`src/rtl/video_timing_out.sv`:
```
// video_timing_out: raster timing generator and pixel transmitter for the
// stitched output frame. Counters walk sync -> back porch -> active -> front
// porch horizontally and vertically; pixels are pulled from the frame-buffer
// read FIFO and driven two clocks after the counter position that names them.
// Optional build macro: VIDEO_TPG_EN adds an 8-bar colour test pattern
// selected per frame by pattern_en.
module video_timing_out #(
    parameter int H_ACTIVE   = 2880,
    parameter int H_FP       = 88,
    parameter int H_SYNC     = 44,
    parameter int H_BP       = 148,
    parameter int V_ACTIVE   = 1080,
    parameter int V_FP       = 4,
    parameter int V_SYNC     = 5,
    parameter int V_BP       = 36,
    parameter int DATA_WIDTH = 24,
    parameter logic [DATA_WIDTH-1:0] UNDERFLOW_COLOR = 24'hFF00FF
) (
    input  logic                  clk,
    input  logic                  rst,
    input  logic                  en,
    output logic                  fifo_rd_en,
    input  logic [DATA_WIDTH-1:0] fifo_rd_data,
    input  logic                  fifo_empty,
    input  logic                  pattern_en,
    output logic                  video_vsync,
    output logic                  video_href,
    output logic                  video_de,
    output logic [DATA_WIDTH-1:0] video_data,
    output logic                  frame_start,
    output logic                  underflow,
    output logic [15:0]           underflow_cnt
);

    localparam int H_TOTAL = H_SYNC + H_BP + H_ACTIVE + H_FP;
    localparam int V_TOTAL = V_SYNC + V_BP + V_ACTIVE + V_FP;
    localparam int HW      = $clog2(H_TOTAL);
    localparam int VW      = $clog2(V_TOTAL);

    localparam logic [HW-1:0] H_LAST      = HW'(H_TOTAL - 1);
    localparam logic [HW-1:0] H_SYNC_END  = HW'(H_SYNC);
    localparam logic [HW-1:0] H_ACT_START = HW'(H_SYNC + H_BP);
    localparam logic [HW-1:0] H_ACT_END   = HW'(H_SYNC + H_BP + H_ACTIVE);
    localparam logic [VW-1:0] V_LAST      = VW'(V_TOTAL - 1);
    localparam logic [VW-1:0] V_SYNC_END  = VW'(V_SYNC);
    localparam logic [VW-1:0] V_ACT_START = VW'(V_SYNC + V_BP);
    localparam logic [VW-1:0] V_ACT_END   = VW'(V_SYNC + V_BP + V_ACTIVE);

    typedef enum logic [0:0] {
        IDLE = 1'b0,
        RUN  = 1'b1
    } state_t;

    state_t          state;
    state_t          state_next;
    logic [HW-1:0]   h_cnt;
    logic [HW-1:0]   h_next;
    logic [VW-1:0]   v_cnt;
    logic [VW-1:0]   v_next;

    logic            run_c;
    logic            act_c;
    logic            starve_c;
    logic            hs_c;
    logic            vs_c;
    logic            fs_c;
    logic            tpg_c;

    logic            act_d1;
    logic            starve_d1;
    logic            hs_d1;
    logic            vs_d1;
    logic            fs_d1;
    logic [DATA_WIDTH-1:0] pix_c;

`ifdef VIDEO_TPG_EN
    localparam logic [HW-1:0] BAR_W = HW'(H_ACTIVE / 8);

    logic            tpg_mode;
    logic            tpg_d1;
    logic [HW-1:0]   x_c;
    logic [2:0]      bar_c;
    logic [2:0]      bar_d1;

    // Colour of each vertical bar, left to right.
    function automatic logic [DATA_WIDTH-1:0] bar_color(input logic [2:0] idx);
        logic [DATA_WIDTH-1:0] c;
        case (idx)
            3'd0:    c = DATA_WIDTH'(24'hFFFFFF);
            3'd1:    c = DATA_WIDTH'(24'hFFFF00);
            3'd2:    c = DATA_WIDTH'(24'h00FFFF);
            3'd3:    c = DATA_WIDTH'(24'h00FF00);
            3'd4:    c = DATA_WIDTH'(24'hFF00FF);
            3'd5:    c = DATA_WIDTH'(24'hFF0000);
            3'd6:    c = DATA_WIDTH'(24'h0000FF);
            default: c = DATA_WIDTH'(24'h000000);
        endcase
        return c;
    endfunction

    // Latch the pattern select at the first counter position of each frame
    // (counters sit there throughout IDLE) so a frame never mixes sources.
    always_ff @(posedge clk or posedge rst) begin
        if (rst) begin
            tpg_mode <= 1'b0;
        end else if ((h_cnt == '0) && (v_cnt == '0)) begin
            tpg_mode <= pattern_en;
        end else begin
            tpg_mode <= tpg_mode;
        end
    end

    assign tpg_c = tpg_mode;
    assign x_c   = h_cnt - H_ACT_START;
    assign bar_c = 3'(x_c / BAR_W);

    // Stage-1 copy of the pattern selection and bar index.
    always_ff @(posedge clk or posedge rst) begin
        if (rst) begin
            tpg_d1 <= 1'b0;
            bar_d1 <= 3'd0;
        end else begin
            tpg_d1 <= tpg_c;
            bar_d1 <= bar_c;
        end
    end
`else
    logic tpg_unused;
    assign tpg_unused = pattern_en;
    assign tpg_c      = 1'b0;
`endif

    // State and raster counter registers.
    always_ff @(posedge clk or posedge rst) begin
        if (rst) begin
            state <= IDLE;
            h_cnt <= '0;
            v_cnt <= '0;
        end else begin
            state <= state_next;
            h_cnt <= h_next;
            v_cnt <= v_next;
        end
    end

    // Next state and counter advance; a running frame always completes
    // before the run request is re-examined.
    always_comb begin
        state_next = state;
        h_next     = h_cnt;
        v_next     = v_cnt;
        case (state)
            IDLE: begin
                h_next = '0;
                v_next = '0;
                if (en) begin
                    state_next = RUN;
                end else begin
                    state_next = IDLE;
                end
            end
            RUN: begin
                if (h_cnt == H_LAST) begin
                    h_next = '0;
                    if (v_cnt == V_LAST) begin
                        v_next = '0;
                        if (!en) begin
                            state_next = IDLE;
                        end else begin
                            state_next = RUN;
                        end
                    end else begin
                        v_next = v_cnt + VW'(1);
                    end
                end else begin
                    h_next = h_cnt + HW'(1);
                end
            end
            default: begin
                state_next = IDLE;
                h_next     = '0;
                v_next     = '0;
            end
        endcase
    end

    // Stage 0 decode from the counter registers. Sync strobes are gated by
    // RUN so the pins stay quiet while idle with counters parked at zero.
    assign run_c      = (state == RUN);
    assign act_c      = run_c
                        && (h_cnt >= H_ACT_START) && (h_cnt < H_ACT_END)
                        && (v_cnt >= V_ACT_START) && (v_cnt < V_ACT_END);
    assign hs_c       = run_c && (h_cnt < H_SYNC_END);
    assign vs_c       = run_c && (v_cnt < V_SYNC_END);
    assign fs_c       = run_c && (h_cnt == '0) && (v_cnt == '0);
    assign starve_c   = act_c && fifo_empty && !tpg_c;
    assign fifo_rd_en = act_c && !fifo_empty && !tpg_c;

    // Stage 1: align timing with the FIFO word that returns one clock later.
    always_ff @(posedge clk or posedge rst) begin
        if (rst) begin
            act_d1    <= 1'b0;
            starve_d1 <= 1'b0;
            hs_d1     <= 1'b0;
            vs_d1     <= 1'b0;
            fs_d1     <= 1'b0;
        end else begin
            act_d1    <= act_c;
            starve_d1 <= starve_c;
            hs_d1     <= hs_c;
            vs_d1     <= vs_c;
            fs_d1     <= fs_c;
        end
    end

    // Pixel source select for the output register.
    always_comb begin
        pix_c = '0;
        if (starve_d1) begin
            pix_c = UNDERFLOW_COLOR;
        end else if (act_d1) begin
`ifdef VIDEO_TPG_EN
            if (tpg_d1) begin
                pix_c = bar_color(bar_d1);
            end else begin
                pix_c = fifo_rd_data;
            end
`else
            pix_c = fifo_rd_data;
`endif
        end else begin
            pix_c = '0;
        end
    end

    // Stage 2: registered output pins, all two clocks behind the counters.
    always_ff @(posedge clk or posedge rst) begin
        if (rst) begin
            video_de    <= 1'b0;
            video_data  <= '0;
            video_href  <= 1'b0;
            video_vsync <= 1'b0;
            frame_start <= 1'b0;
        end else begin
            video_de    <= act_d1;
            video_data  <= pix_c;
            video_href  <= hs_d1;
            video_vsync <= vs_d1;
            frame_start <= fs_d1;
        end
    end

    // Sticky underflow flag and saturating starved-pixel count.
    always_ff @(posedge clk or posedge rst) begin
        if (rst) begin
            underflow     <= 1'b0;
            underflow_cnt <= 16'h0000;
        end else if (starve_c) begin
            underflow <= 1'b1;
            if (underflow_cnt != 16'hFFFF) begin
                underflow_cnt <= underflow_cnt + 16'h0001;
            end else begin
                underflow_cnt <= underflow_cnt;
            end
        end else begin
            underflow     <= underflow;
            underflow_cnt <= underflow_cnt;
        end
    end

endmodule

```
`config.mk`:
```
export PLATFORM = sky130hd
export DESIGN_NAME = video_timing_out
export DESIGN_NICKNAME = d
export VERILOG_FILES = /design/src/rtl/video_timing_out.sv
export SDC_FILE = /design/constraint.sdc
export NUM_CORES = 1
export LEC_CHECK = 0
export CORE_MARGIN = 2
export CORE_UTILIZATION = 35
export DETAILED_ROUTE_END_ITERATION = 6
export HOLD_SLACK_MARGIN = 0.08
export SKIP_CTS_REPAIR_TIMING = 1
export SLEW_MARGIN = 20
export SYNTH_ARGS = -nofsm -noshare
export SYNTH_HDL_FRONTEND = slang
export SYNTH_SLANG_ARGS = --single-unit
```
`constraint.sdc`:
```
create_clock -name clk -period 4.4 [get_ports clk]
set_clock_uncertainty 0.15 [all_clocks]
set_input_delay 0.66 -clock clk [delete_from_list [all_inputs] [get_ports clk]]
set_output_delay 0.66 -clock clk [all_outputs]
set_load 0.01 [all_outputs]
```
==> metrics.cfg, run 1 <==
[run_status]
status=finished clean

[grt]
grt-ovfl-total=0
antenna_found_initial=0
grt_max_degree=41
grt_pass1_vias=2313
grt_use_total_pct=13.7
grt_first_pass_wirelength_um=11300

[setup_path]
critPathKind=register to output pin
worstPathArrival_ns=2.78
path_cells=or4_1 -> a21oi_1 -> a2111oi_4 -> buf_4 -> and2_1 -> nor2b_1 -> clkdlybuf4s50_1
end_kind=output pin
critPathMaxStageDelay_ns=0.55
crit_buf_inv=2
crit_fanout=17
cp.required_ns=3.59
critical_path.top_delay_family=simple AND/OR/NAND/NOR gates
cp-start-kind=register
slowest_stage=or4_1

[layout]
nets=414
layout_commonest_cell=dfrtp_1
syn_to_final_growth_pct=30.3
drive_gt1_share_pct=10.4
final_area_mm2=0.00443
num_antenna_cells=0
mostFrequentLayoutCells=74 x dfrtp_1, 73 x clkdlybuf4s50_1, 23 x nor2_1

[clocking]
cts_buffer_depth=2
cts_root_buf=clkbuf_8
cts_tree=built
cts_sinks=74
h-tree-depth=3
cts_buffers=9
clkTransAtPathRegs_ns=0.08
insertion_delay_ns=0.34

[drt]
ant_nets=0
drc=0
vias_per_cell=4.82
firstDrtPassIters=4
wirelength_um=6970
dr_total_vias=2471
wire_per_inst_um=13.6
drt_iter0_markers=81

[synth]
yosysSeqAreaShare_pct=54.5
synth_xor_area_share_pct=7.47
netlist_instances=303
synth_top_family_by_area=simple AND/OR/NAND/NOR gates
synthArstFlopShare_pct=100
synthFlopType=dfrtp_1
yosys.area_share.simple_pct=23.1
syn_avg_cell_area_um2=11.2
ys_types=50
syn_nets=338
ys_ff_latch=74
syn_area_mm2=0.00340
synthMuxAreaShare_pct=0.331
ys_warn_count=0
synthAdderAreaFrac_pct=2.21
synth-compound-area-share_pct=9.57
synth_edf_count=0

[timing]
worst_slew_pin_slew_ns=0.710
tns_ns=0
fin_crit_sh_pct=81.6
fin_crit_ns=3.59
max_freq_mhz=279
setup_viol=0
final_max_slew_viol_count=0
hold_viol_final=0
slew_headroom_pct=52.6
rsz0062_at_grt=no

[floorplanning]
die_h_um=103
row_count=35
start_util_pct=36.4
die_x_um=103
ioPinCount=75
core_area_mm2=0.00933
die_area_mm2=0.0105

[placed_design]
hpwl_um=4960
numPortBuffers=73
dpl-instance-area_mm2=0.00425
globalplace.congestion=0.810

[flow_run]
maxCapViolations=0

[min_path]
min_path_type=register to register

[pwr]
powerDensity_mw_per_mm2=269
leakage_uw=0.00198
ir_drop_v=0.000141

sequential cells by signal, summed over array words and instances (netlist names), 11 cells and up:
name           cells
video_data        24
underflow_cnt     16
h_cnt             12
v_cnt             11
cells in the mapped netlist (2+ instances only):
cell type | n | area, µm²
a21o_1 | 16 | 120
a21oi_1 | 3 | 15.0
and2_1 | 11 | 68.8
and3_1 | 8 | 50.1
and4_2 | 2 | 20.0
buf_6 | 2 | 22.5
clkbuf_1 | 6 | 22.5
dfrtp_1 | 74 | 1850
ha_1 | 6 | 75.1
inv_1 | 9 | 33.8
nand2_1 | 14 | 52.6
nand2b_1 | 2 | 12.5
nand3_1 | 19 | 95.1
nand3_2 | 8 | 80.1
nand4_1 | 10 | 62.6
nand4b_1 | 2 | 17.5
nor2_1 | 23 | 86.3
nor2b_1 | 4 | 25.0
nor3_1 | 11 | 55.1
o21a_1 | 2 | 15.0
o21ai_0 | 7 | 35.0
o21ai_1 | 2 | 10.0
o31ai_1 | 5 | 37.5
or3_1 | 3 | 18.8
or3_4 | 2 | 22.5
xnor2_1 | 20 | 175
xor2_1 | 9 | 78.8
per-layer routing:
layer / share of wire, % / GRT usage (%) / vias to the layer above / wire length [µm]
met5: 0 / 0 / - / 0
met4: 1.0 / 4.62 / 0 / 73
met1: 50 / 18.8 / 1193 / 3480
li1: - / - / 1212 / -
met3: 5.5 / 3.12 / 7 / 385
met2: 43 / 21.7 / 59 / 3030
cell families after synthesis:
| kind of cell | Yosys count |
|---|---|
| multiplexers | 1 |
| XOR/XNOR | 29 |
| flip-flops | 74 |
| AO/OA/AOI/OAI | 42 |
| adder cells (fa/ha/maj) | 6 |
| buffers and inverters | 20 |
| AND/OR/NAND/NOR | 131 |
where the power goes:
group          switching (µW)  internal (µW)  leakage (µW)
Clock                     250            222     0.0000859
Combinational            16.7           21.7      0.000895
Sequential                  0            680       0.00100
area by class of cell:
cell class	instances	area (µm²)
clock buffer	11	141
clock inverter	5	37.5
fill	898	4900
inverter	9	33.8
multi-input combinational	209	1450
sequential	74	1850
tap	129	161
timing repair buffer	76	753
path summary, 6_finish.rpt:
| kind | from | endpoint | slack [ns] | cells past startpoint |
|---|---|---|---|---|
| setup / recovery | h_cnt[8] | fifo_rd_en | 0.81 | 7 |
| hold / removal | hs_d1 | video_href | 0.20 | 0 |
| setup reg to reg | h_cnt[8] | v_cnt[3] | 1.91 | 4 |
| hold reg to reg | hs_d1 | video_href | 0.20 | 0 |
| max in group asynchronous | rst | underflow_cnt[1] | 2.51 | 3 |
| min in group asynchronous | rst | video_data[14] | 0.60 | 2 |
metrics by stage:
step	setup slack (ns)	util, %	std cells	hold slack, ns	total power [µW]
4_1_cts	0.812	47.5	513	0.207	1210
3_5_place_dp	1.20	45.6	497	0.188	733
2_1_floorplan	1.71	-	303	0.181	703
6_report	0.810	47.5	513	0.203	1190
5_1_grt	0.699	47.5	513	0.209	1240
3_3_place_gp	1.20	45.6	497	0.185	732
No activity file was read; power rests on OpenSTA's default activity.
==> run 2: changes to the inputs <==
==> constraint.sdc (replaced) <==
create_clock -name clk -period 3 [get_ports clk]
set_clock_uncertainty 0.15 [all_clocks]
set_input_delay 0.45 -clock clk [delete_from_list [all_inputs] [get_ports clk]]
set_output_delay 0.45 -clock clk [all_outputs]
set_load 0.01 [all_outputs]
==> metrics.cfg, run 2 (synthesis gave the netlist of run 1 again) <==
[floorplanning]
start_util_pct=36.4
row_count=35
die_area_mm2=0.0105
die_x_um=103
ioPinCount=75
die_h_um=103
core_area_mm2=0.00933

[layout]
nets=419
reg_top3=video_data (24), underflow_cnt (16), h_cnt (12)
top_register=video_data
final_area_mm2=0.00449
num_antenna_cells=0
mostFrequentLayoutCells=74 x dfrtp_1, 72 x clkdlybuf4s50_1, 23 x nor2_1
syn_to_final_growth_pct=32.1
drive_gt1_share_pct=12.6
largest_reg_flops=24
layout_commonest_cell=dfrtp_1
fin_util_pct=48.1
final.fill_count=870

[clocking]
cts_root_buf=clkbuf_8
insertion_delay_ns=0.34
clkTransAtPathRegs_ns=0.07
h-tree-depth=3
cts_sinks=74
cts_buffers=9
cts_tree=built
cts_buffer_depth=2

[setup_path]
worstPathArrival_ns=2.15
end_kind=output pin
critPathKind=register to output pin
cp-start-kind=register
crit_fanout=5
cp.required_ns=2.40

[placed_design]
place_ws_ns=0.214
hpwl_um=5150
numPortBuffers=73
globalplace.congestion=0.802
dpl-instance-area_mm2=0.00430

[grt]
antenna_found_initial=0
grt_max_degree=41
grt-ovfl-total=0
grt_use_total_pct=14.6
grt_first_pass_wirelength_um=11900
grt_pass1_vias=2489

[timing]
fin_ws_ns=0.254
hold_viol_final=0
setup_viol=0
fin_crit_ns=2.75
worst_slew_pin_slew_ns=0.731
rsz0062_at_grt=no
max_freq_mhz=364
slew_headroom_pct=51.0
final_max_slew_viol_count=0
fin_crit_sh_pct=91.5

[drt]
wire_per_inst_um=13.6
dr_total_vias=2520
wirelength_um=7020
drc=0
firstDrtPassIters=5
vias_per_cell=4.86
drt_iter0_markers=97
ant_nets=0

[pwr]
finalPower_uw=1720
ir_drop_v=0.000203
powerDensity_mw_per_mm2=384
leakage_uw=0.00203

[run_status]
status=finished clean

[min_path]
min_path_type=register to register

[flow_run]
maxCapViolations=0

[run 2: cell types whose count changed in the layout (fill, tap and decap cells not counted), sizes merged]
cell | previous run | this run
buf | 3 | 8
clkbuf | 11 | 10
clkdlybuf4s50 | 73 | 72
clkinvlp | 2 | 3
dlymetal6s2s | 0 | 1
[run 2: path summary, 6_finish.rpt]
| kind | start | endpoint | slack (ns) | cells past startpoint |
|---|---|---|---|---|
| worst min register to register | vs_d1 | video_vsync | 0.20 | 0 |
| max in group asynchronous | rst | v_cnt[10] | 1.86 | 3 |
| worst min-delay path | vs_d1 | video_vsync | 0.20 | 0 |
| worst max register to register | v_cnt[1] | underflow_cnt[8] | 0.41 | 8 |
| worst max-delay path | v_cnt[7] | fifo_rd_en | 0.25 | 6 |
| min in group asynchronous | rst | video_data[14] | 0.23 | 2 |
[run 2: metrics by stage]
stage / setup TNS [ns] / std cells / hold WS, ns
2_1_floorplan: 0 / 303 / 0.181
3_3_place_gp: 0 / 502 / 0.186
3_5_place_dp: 0 / 502 / 0.190
4_1_cts: -0.182 / 518 / 0.207
5_1_grt: 0 / 518 / 0.207
6_report: 0 / 518 / 0.204
[run 2: final cells by class]
type	instances	area (µm²)	area share [%]
well taps	129	161	3.60
clock inverters	6	41.3	0.920
multi-input cells	209	1470	32.7
flip-flops and latches	74	1850	41.2
repair buffers	81	806	17.9
inverters	9	33.8	0.753
clock buffers	10	128	2.84
[run 2: per-layer routing]
metal	share of wire, %	track usage, %
met4	0.88	4.00
met5	0	0
met3	6.8	4.54
met2	46	23.6
met1	46	19.0
[run 2: worst max-delay path, stage by stage, from the launching register on]
cell and delay [ns]:
dfrtp_1 0.43, or3_4 0.45, a211oi_1 0.37, a2111oi_4 0.09, and2_4 0.18, nor2b_1 0.12, dlymetal6s2s_1 0.17
[run 2: report_power, final]
part           total (µW)  internal [µW]  switching [µW]
registers             997            997               0
logic                59.0           34.5            24.5
clock network         667            300             367
